### src/rtl/ram_fifo_ctrl.sv
// FIFO controller in front of an external single-port-per-direction RAM with
// a one-cycle registered read. Words are written straight into the RAM; the
// output stage prefetches one word into a holding register so the consumer
// sees a registered out_data with a valid/ready handshake.
//
// Ports:
//   clk, rst          clock and synchronous active-low reset
//   in_valid/in_ready/in_data     producer handshake and write data
//   out_valid/out_ready/out_data  consumer handshake and registered read word
//   ram_wr_en/ram_wr_addr/ram_wr_data  RAM write port
//   ram_rd_en/ram_rd_addr/ram_rd_data  RAM read port (data one clk after ram_rd_en)
//   level             words resident in RAM (excludes the word held in out_data)
//   full, empty       level == RAM_DEPTH; nothing in RAM and output stage idle
module ram_fifo_ctrl #(
  parameter int unsigned RAM_WIDTH = 16,
  parameter int unsigned RAM_DEPTH = 8,
  parameter int unsigned ADDR_W    = 3
) (
  input  logic                 clk,
  input  logic                 rst,
  input  logic                 in_valid,
  output logic                 in_ready,
  input  logic [RAM_WIDTH-1:0] in_data,
  output logic                 out_valid,
  input  logic                 out_ready,
  output logic [RAM_WIDTH-1:0] out_data,
  output logic                 ram_wr_en,
  output logic [ADDR_W-1:0]    ram_wr_addr,
  output logic [RAM_WIDTH-1:0] ram_wr_data,
  output logic                 ram_rd_en,
  output logic [ADDR_W-1:0]    ram_rd_addr,
  input  logic [RAM_WIDTH-1:0] ram_rd_data,
  output logic [ADDR_W:0]      level,
  output logic                 full,
  output logic                 empty
);

  localparam logic [ADDR_W:0]   DepthL   = (ADDR_W + 1)'(RAM_DEPTH);
  localparam logic [ADDR_W:0]   OneL     = (ADDR_W + 1)'(1);
  localparam logic [ADDR_W-1:0] LastAddr = ADDR_W'(RAM_DEPTH - 1);
  localparam logic [ADDR_W-1:0] OneA     = ADDR_W'(1);

  typedef enum logic [1:0] {StIdle, StFetch, StHold} state_e;

  state_e                 state_q, state_d;
  logic [ADDR_W-1:0]      wr_ptr_q, wr_ptr_d;
  logic [ADDR_W-1:0]      rd_ptr_q, rd_ptr_d;
  logic [ADDR_W:0]        level_q, level_d;
  logic [RAM_WIDTH-1:0]   out_data_q, out_data_d;
  logic                   do_wr, do_rd;

  // Reads are only issued for words already counted in level_q, so a word
  // written this cycle is never read back in the same cycle.
  always_comb begin
    in_ready = rst && (level_q < DepthL);
    do_wr    = in_valid && in_ready;
    do_rd    = rst && (level_q != '0) &&
               ((state_q == StIdle) || ((state_q == StHold) && out_ready));
  end

  always_comb begin
    ram_wr_en   = do_wr;
    ram_wr_addr = rst ? wr_ptr_q : '0;
    ram_wr_data = in_data;
    ram_rd_en   = do_rd;
    ram_rd_addr = rst ? rd_ptr_q : '0;
  end

  always_comb begin
    wr_ptr_d   = wr_ptr_q;
    rd_ptr_d   = rd_ptr_q;
    level_d    = level_q;
    state_d    = state_q;
    out_data_d = out_data_q;

    if (do_wr) wr_ptr_d = (wr_ptr_q == LastAddr) ? '0 : wr_ptr_q + OneA;
    if (do_rd) rd_ptr_d = (rd_ptr_q == LastAddr) ? '0 : rd_ptr_q + OneA;

    if (do_wr && !do_rd) begin
      level_d = level_q + OneL;
    end else if (do_rd && !do_wr) begin
      level_d = level_q - OneL;
    end

    unique case (state_q)
      StIdle: begin
        if (do_rd) state_d = StFetch;
      end
      StFetch: begin
        state_d    = StHold;
        out_data_d = ram_rd_data;
      end
      StHold: begin
        if (out_ready) state_d = do_rd ? StFetch : StIdle;
      end
      default: state_d = StIdle;
    endcase
  end

  always_ff @(posedge clk) begin
    if (!rst) begin
      state_q    <= StIdle;
      wr_ptr_q   <= '0;
      rd_ptr_q   <= '0;
      level_q    <= '0;
      out_data_q <= '0;
    end else begin
      state_q    <= state_d;
      wr_ptr_q   <= wr_ptr_d;
      rd_ptr_q   <= rd_ptr_d;
      level_q    <= level_d;
      out_data_q <= out_data_d;
    end
  end

  always_comb begin
    out_valid = (state_q == StHold);
    out_data  = out_data_q;
    level     = level_q;
    full      = (level_q == DepthL);
    empty     = (level_q == '0) && (state_q == StIdle);
  end

endmodule
### config.mk
export PLATFORM = sky130hd
export DESIGN_NAME = ram_fifo_ctrl
export DESIGN_NICKNAME = d
export VERILOG_FILES = /design/src/rtl/ram_fifo_ctrl.sv
export SDC_FILE = /design/constraint.sdc
export NUM_CORES = 1
export LEC_CHECK = 0
export CORE_MARGIN = 3
export CORE_UTILIZATION = 30
export DETAILED_ROUTE_END_ITERATION = 7
export GPL_TIMING_DRIVEN = 0
export PLACE_DENSITY_LB_ADDON = 0.1
export SYNTH_ARGS = -nofsm -noshare
export SYNTH_HDL_FRONTEND = slang
export SYNTH_SLANG_ARGS = --single-unit
### constraint.sdc
create_clock -name clk -period 7.6 [get_ports clk]
set_clock_uncertainty 0.1 [all_clocks]
set_input_delay 1.14 -clock clk [delete_from_list [all_inputs] [get_ports clk]]
set_output_delay 1.14 -clock clk [all_outputs]
set_load 0.02 [all_outputs]
* Word-level counts from Yosys, hierarchy flattened
Cells that the tools add are included.
Widths: inputs -> output; s select.
** Storage, ports and cells
- Bits in writable memories :: 0
- Memory bits (read-only) :: 0
- Word-level logic and storage cells :: 43
- Flip-flop bits (word level) :: 28
- Bits of input ports :: 36
- Bits in latches :: 0
- Memories kept :: 0
- Output and inout bits :: 48
** Cells by class
- Multipliers :: 0
- Reduce and logical (&&, ||, !) cells :: 16
- Bitwise operators :: 0
- Order comparisons :: 1
- Eq/ne operators :: 7
- $add $sub $neg :: 4
- Muxes and demuxes :: 10
- Shift operators :: 0
- Divide/modulo/power cells :: 0
** Operators with widths (number)
- $mux 3 :: 4
- $logic_and 1x1->1 :: 8
- $mux 4 :: 2
- $add 3x1->3 const B :: 2
- $eq 3x3->1 const B :: 2
- $pmux 2 s3 :: 1
- $add 4x1->4 const B :: 1
- $eq 4x4->1 const B :: 1
- $logic_not 4->1 :: 1
- $lt 4x4->1 const B :: 1
- $mux 2 :: 2
- $reduce_bool 4->1 :: 1
- $sub 4x1->4 const B :: 1
- $eq 2x1->1 const B :: 1
- $eq 2x2->1 const B :: 1
- $logic_not 1->1 :: 2
- $logic_not 2->1 :: 1
- $ne 2x1->1 const B :: 1
- $ne 2x2->1 const B :: 1
- $reduce_and 2->1 :: 1
- $reduce_bool 2->1 :: 1
- $logic_or 1x1->1 :: 1
- $mux 1 :: 1

* Depth between registers and ports, before layout
- Depth after elaboration :: 7
- Gate-level depth with buffers :: 11
- Depth with buffers taken out :: 10

* Worst setup path after synthesis
No wires, ideal clock.
- Path kind :: input port to flip-flop
- Start point :: input port out_ready
- End point :: register level_q[3] (netlist: level[3])
- Slack :: 4.461 ns
- Cell stages on the path :: 11
- Setup time :: 0.121 ns
- Path buffers :: 1
- Required time :: 7.379 ns
- Data arrival time :: 2.918 ns
- Cells stage by stage :: nand2b_1 > and4b_1 > buf_6 > inv_1 > ha_1 > inv_1 > ha_1 > a21oi_1 > a211oi_1 > a31oi_1 > mux2_2
** On the way
- Longest elaborated chain between the ends :: 6
- Elaborated cells between the ends (all ways) :: 8
- Those cells by class :: 1 x mux; 7 x reduce/logical
** RTL lines
- start: declaration :: line 25 : input logic out_ready,
- $logic_and 1x1->1 * :: line 58 : ((state_q == StIdle) || ((state_q == StHold) && out_ready));
- $logic_or 1x1->1 * :: line 58
- $logic_and 1x1->1 * :: line 57 : do_rd = rst && (level_q != '0) &&
- via ram_rd_en :: line 30 : output logic ram_rd_en,
- $logic_not 1->1 :: line 79 : if (do_wr && !do_rd) begin
- $logic_and 1x1->1 :: line 79
- $mux 4 / $reduce_bool 2->1 (equally long branches)
- end signal: assignment :: line 111 : level_q <= level_d;
- end: declaration :: line 48 : logic [ADDR_W:0] level_q, level_d;
Mark *: on every way through the listed nets, which the timed path passes. The rest lies on a longest branch.
A chain may end at the register's enable or synchronous reset.

* Worst setup path after layout
- Start point :: input port rst
- End point :: output port ram_rd_addr[0]
** On the way
- Longest elaborated chain between the ends :: 1
** RTL lines
- start: declaration :: line 20 : input logic rst,
- $mux 3 :: line 66 : ram_rd_addr = rst ? rd_ptr_q : '0;
- end: declaration :: line 31 : output logic [ADDR_W-1:0] ram_rd_addr,
No other way between the ends.

==> impl_metrics.toml <==
[worst_setup_path]
r2r_slack_ps = 4700
path_buf_inv = 4
crit_arrival_ps = 3240
rr_endpoint = "level[3]$_SDFFE_PN0P_"
worstPathCellList = "clkdlybuf4s50_1, clkbuf_1, clkbuf_1, and2_1, clkdlybuf4s50_1"
cp_max_fo = 10
r2r_start = "level[0]$_SDFFE_PN0P_"
crit_family = "buffers and inverters"
cp.depth = 5
worstSetupEndpointType = "output pin"
cp_slowest_cell = "clkdlybuf4s50_1"
worst-r2r-cell-count = 11
start_kind = "input pin"
critPathKind = "in2out"
crit_path_max_incr_delay_ps = 620
required_ps = 6360

[flow_run]
cap_violations = 0

[cells_and_area]
drive_above_1_share_pct = 10.9
final_util_pct = 50.0
antennaDiodeCount = 0
nets = 275
syn_to_final_growth_pct = 57.1

[sta]
hold_ws_ps = 361
final-setup-viol-count = 0
tightest_slew_ps = 440
final_hold_viol_count = 0
setup-tns-final_ps = 0
slew_viol_final = 0
rsz0062_at_grt = "no"
fmax_mhz = 223
finalCritPeriodShare_pct = 58.9
min_period_ps = 4480
slew_headroom_pct = 70.7

[grt]
grt_pass1_wl_um = 5010
grt_pass1_vias = 1090
grtUsageMet2_pct = 20.0
grtUsageMet1_pct = 14.5
grt_max_degree = 17
grtUsageTotal_pct = 11.6
antenna_found_initial = 0
use_met3_pct = 2.14
overflow = 0
grt_busiest_layer = "met2"

[floorplan]
initial_utilization_pct = 31.8
die_area_um2 = 5570
die_w_um = 74.7
die_y_um = 74.7
core-area_um2 = 4440
rows = 24
io_pins = 84

[clock_tree]
h-tree-depth = 1
cts.sinks = 28
cts_root_buffer = "clkbuf_8"
clk_path_buf_depth = 2
cts_tree = "done"
clk_pin_slew_ps = 90
numCtsBuffers = 3
ctsResizeCount = 0
worstSkewPairLatency_ps = 270
cts_setup_buffers = 0
ctsHoldBuffers = 0

[power_and_ir_drop]
powerDensity_nw_per_um2 = 294
ir_worst_vdd_uv = 200
power_w = 0.000653
power_leakage_nw = 0.877

[synthesis]
synthCells = 159
yosys_register_bits = 28
synth_area_um2 = 1410
seq_area_frac_synth_pct = 39.6
yosys_warnings = 0
synth_flop_cell = "dfxtp_1"
syn_nets = 203
synth.avg_cell_area_um2 = 8.89
async_flop_share_pct = 0
synth_edf_count = 0
synth_cell_types = 27

[placed_design]
place.gp.congestion = 0.712
io_buffers = 67
dp_hpwl_um = 2580

[detailed_routing]
drcViolationCount = 0
vias_per_cell = 4.29
drt-pass1-iter-count = 4
antenna_left = 0
wl_per_cell_um = 11.8
drtIter0Drc = 19
vias = 1209
finalWirelength_um = 3320

[hold_path]
hp-class = "reg2reg"
hp-start = "out_data[14]$_SDFFE_PN0N_"
min_to = "out_data[14]$_SDFFE_PN0N_"
min_path_cells = 2

[status]
run_status = "completed"
-- cell type report --
class,instances,area (um2)
clock buffers,3,41.3
plain buffers,25,161
multi-input cells,103,681
inverters,3,11.3
clock inverters,1,30.0
flip-flops and latches,28,561
repair buffers,67,671
fillers,435,2220
well taps,52,65.1
-- metal layers --
layer | part of all wire [%] | up-vias
li1 | - | 643
met1 | 45 | 534
met2 | 50 | 30
met3 | 4.3 | 2
met4 | 0.69 | 0
met5 | 0 | -
-- through the flow --
stage / std cells / setup slack (ps) / instance area [um2]
final: 282 / 3120 / 2220
after global routing: 282 / 2910 / 2220
after CTS: 282 / 3050 / 2220
after detailed placement: 278 / 3050 / 2150
after global placement: 278 / 3050 / 2150
after floorplan: 159 / 4460 / 1410
-- worst min-delay path: stages (launching register included) --
cell and delay (ps):
dfxtp_1 320, nand2_1 50, a21boi_1 50
-- logic make-up after synthesis --
kind of cell,Yosys count,synth area share [%]
and+or+nand+nor,64,22.7
muxes,8,5.93
xor gates and xnor gates,2,1.24
adders and majority gates,8,7.61
DFF,28,39.6
buffers and inverters,28,12.2
AOI/OAI and AO/OA,21,10.7
-- placed cells by master (no fill, tap or decap), drive strengths merged, types with 2 or more instances in the layout --
| cell | count |
|---|---|
| a21boi | 16 |
| and2 | 9 |
| and4b | 2 |
| buf | 17 |
| clkbuf | 11 |
| clkdlybuf4s50 | 67 |
| dfxtp | 28 |
| ha | 7 |
| inv | 3 |
| mux2 | 3 |
| mux2i | 5 |
| nand2 | 34 |
| nand2b | 2 |
| nor2 | 3 |
| nor2b | 10 |
| xnor2 | 2 |
-- sequential cells by signal, summed over array words and instances (netlist names) --
| signal | flops |
|---|---|
| rd_ptr_q | 3 |
| state_q | 2 |
| out_data | 16 |
| wr_ptr_q | 3 |
| level | 4 |
-- synthesized netlist by cell type (all sizes together), types with 2 or more instances --
cell	count	area [um2]
and4b	2	20.0
buf	17	131
nor2	3	11.3
and2	9	56.3
ha	7	87.6
a21boi	16	120
mux2	3	33.8
dfxtp	28	561
inv	3	11.3
mux2i	5	50.1
xnor2	2	17.5
nor2b	10	62.6
clkbuf	8	30.0
nand2	34	128
nand2b	2	12.5
-- power breakdown --
part / leakage [nW] / internal, W / switching (W)
clock network: 0.0357 / 0.0000704 / 0.0000438
logic: 0.613 / 0.000167 / 0.000156
registers: 0.229 / 0.000183 / 0.0000327
total: 0.877 / 0.000420 / 0.000233
-- worst max path at each step --
stage | start | endpoint | slack, ps
final | rst | ram_rd_addr[0] | 3120
after global routing | rst | ram_rd_addr[0] | 2910
after CTS | rst | ram_rd_addr[0] | 3050
after detailed placement | rst | ram_rd_addr[0] | 3050
after global placement | rst | ram_rd_addr[0] | 3050
after floorplan | out_ready | level[3]$_SDFFE_PN0P_ | 4460
Note: power is estimated with default switching activity, not from simulation.
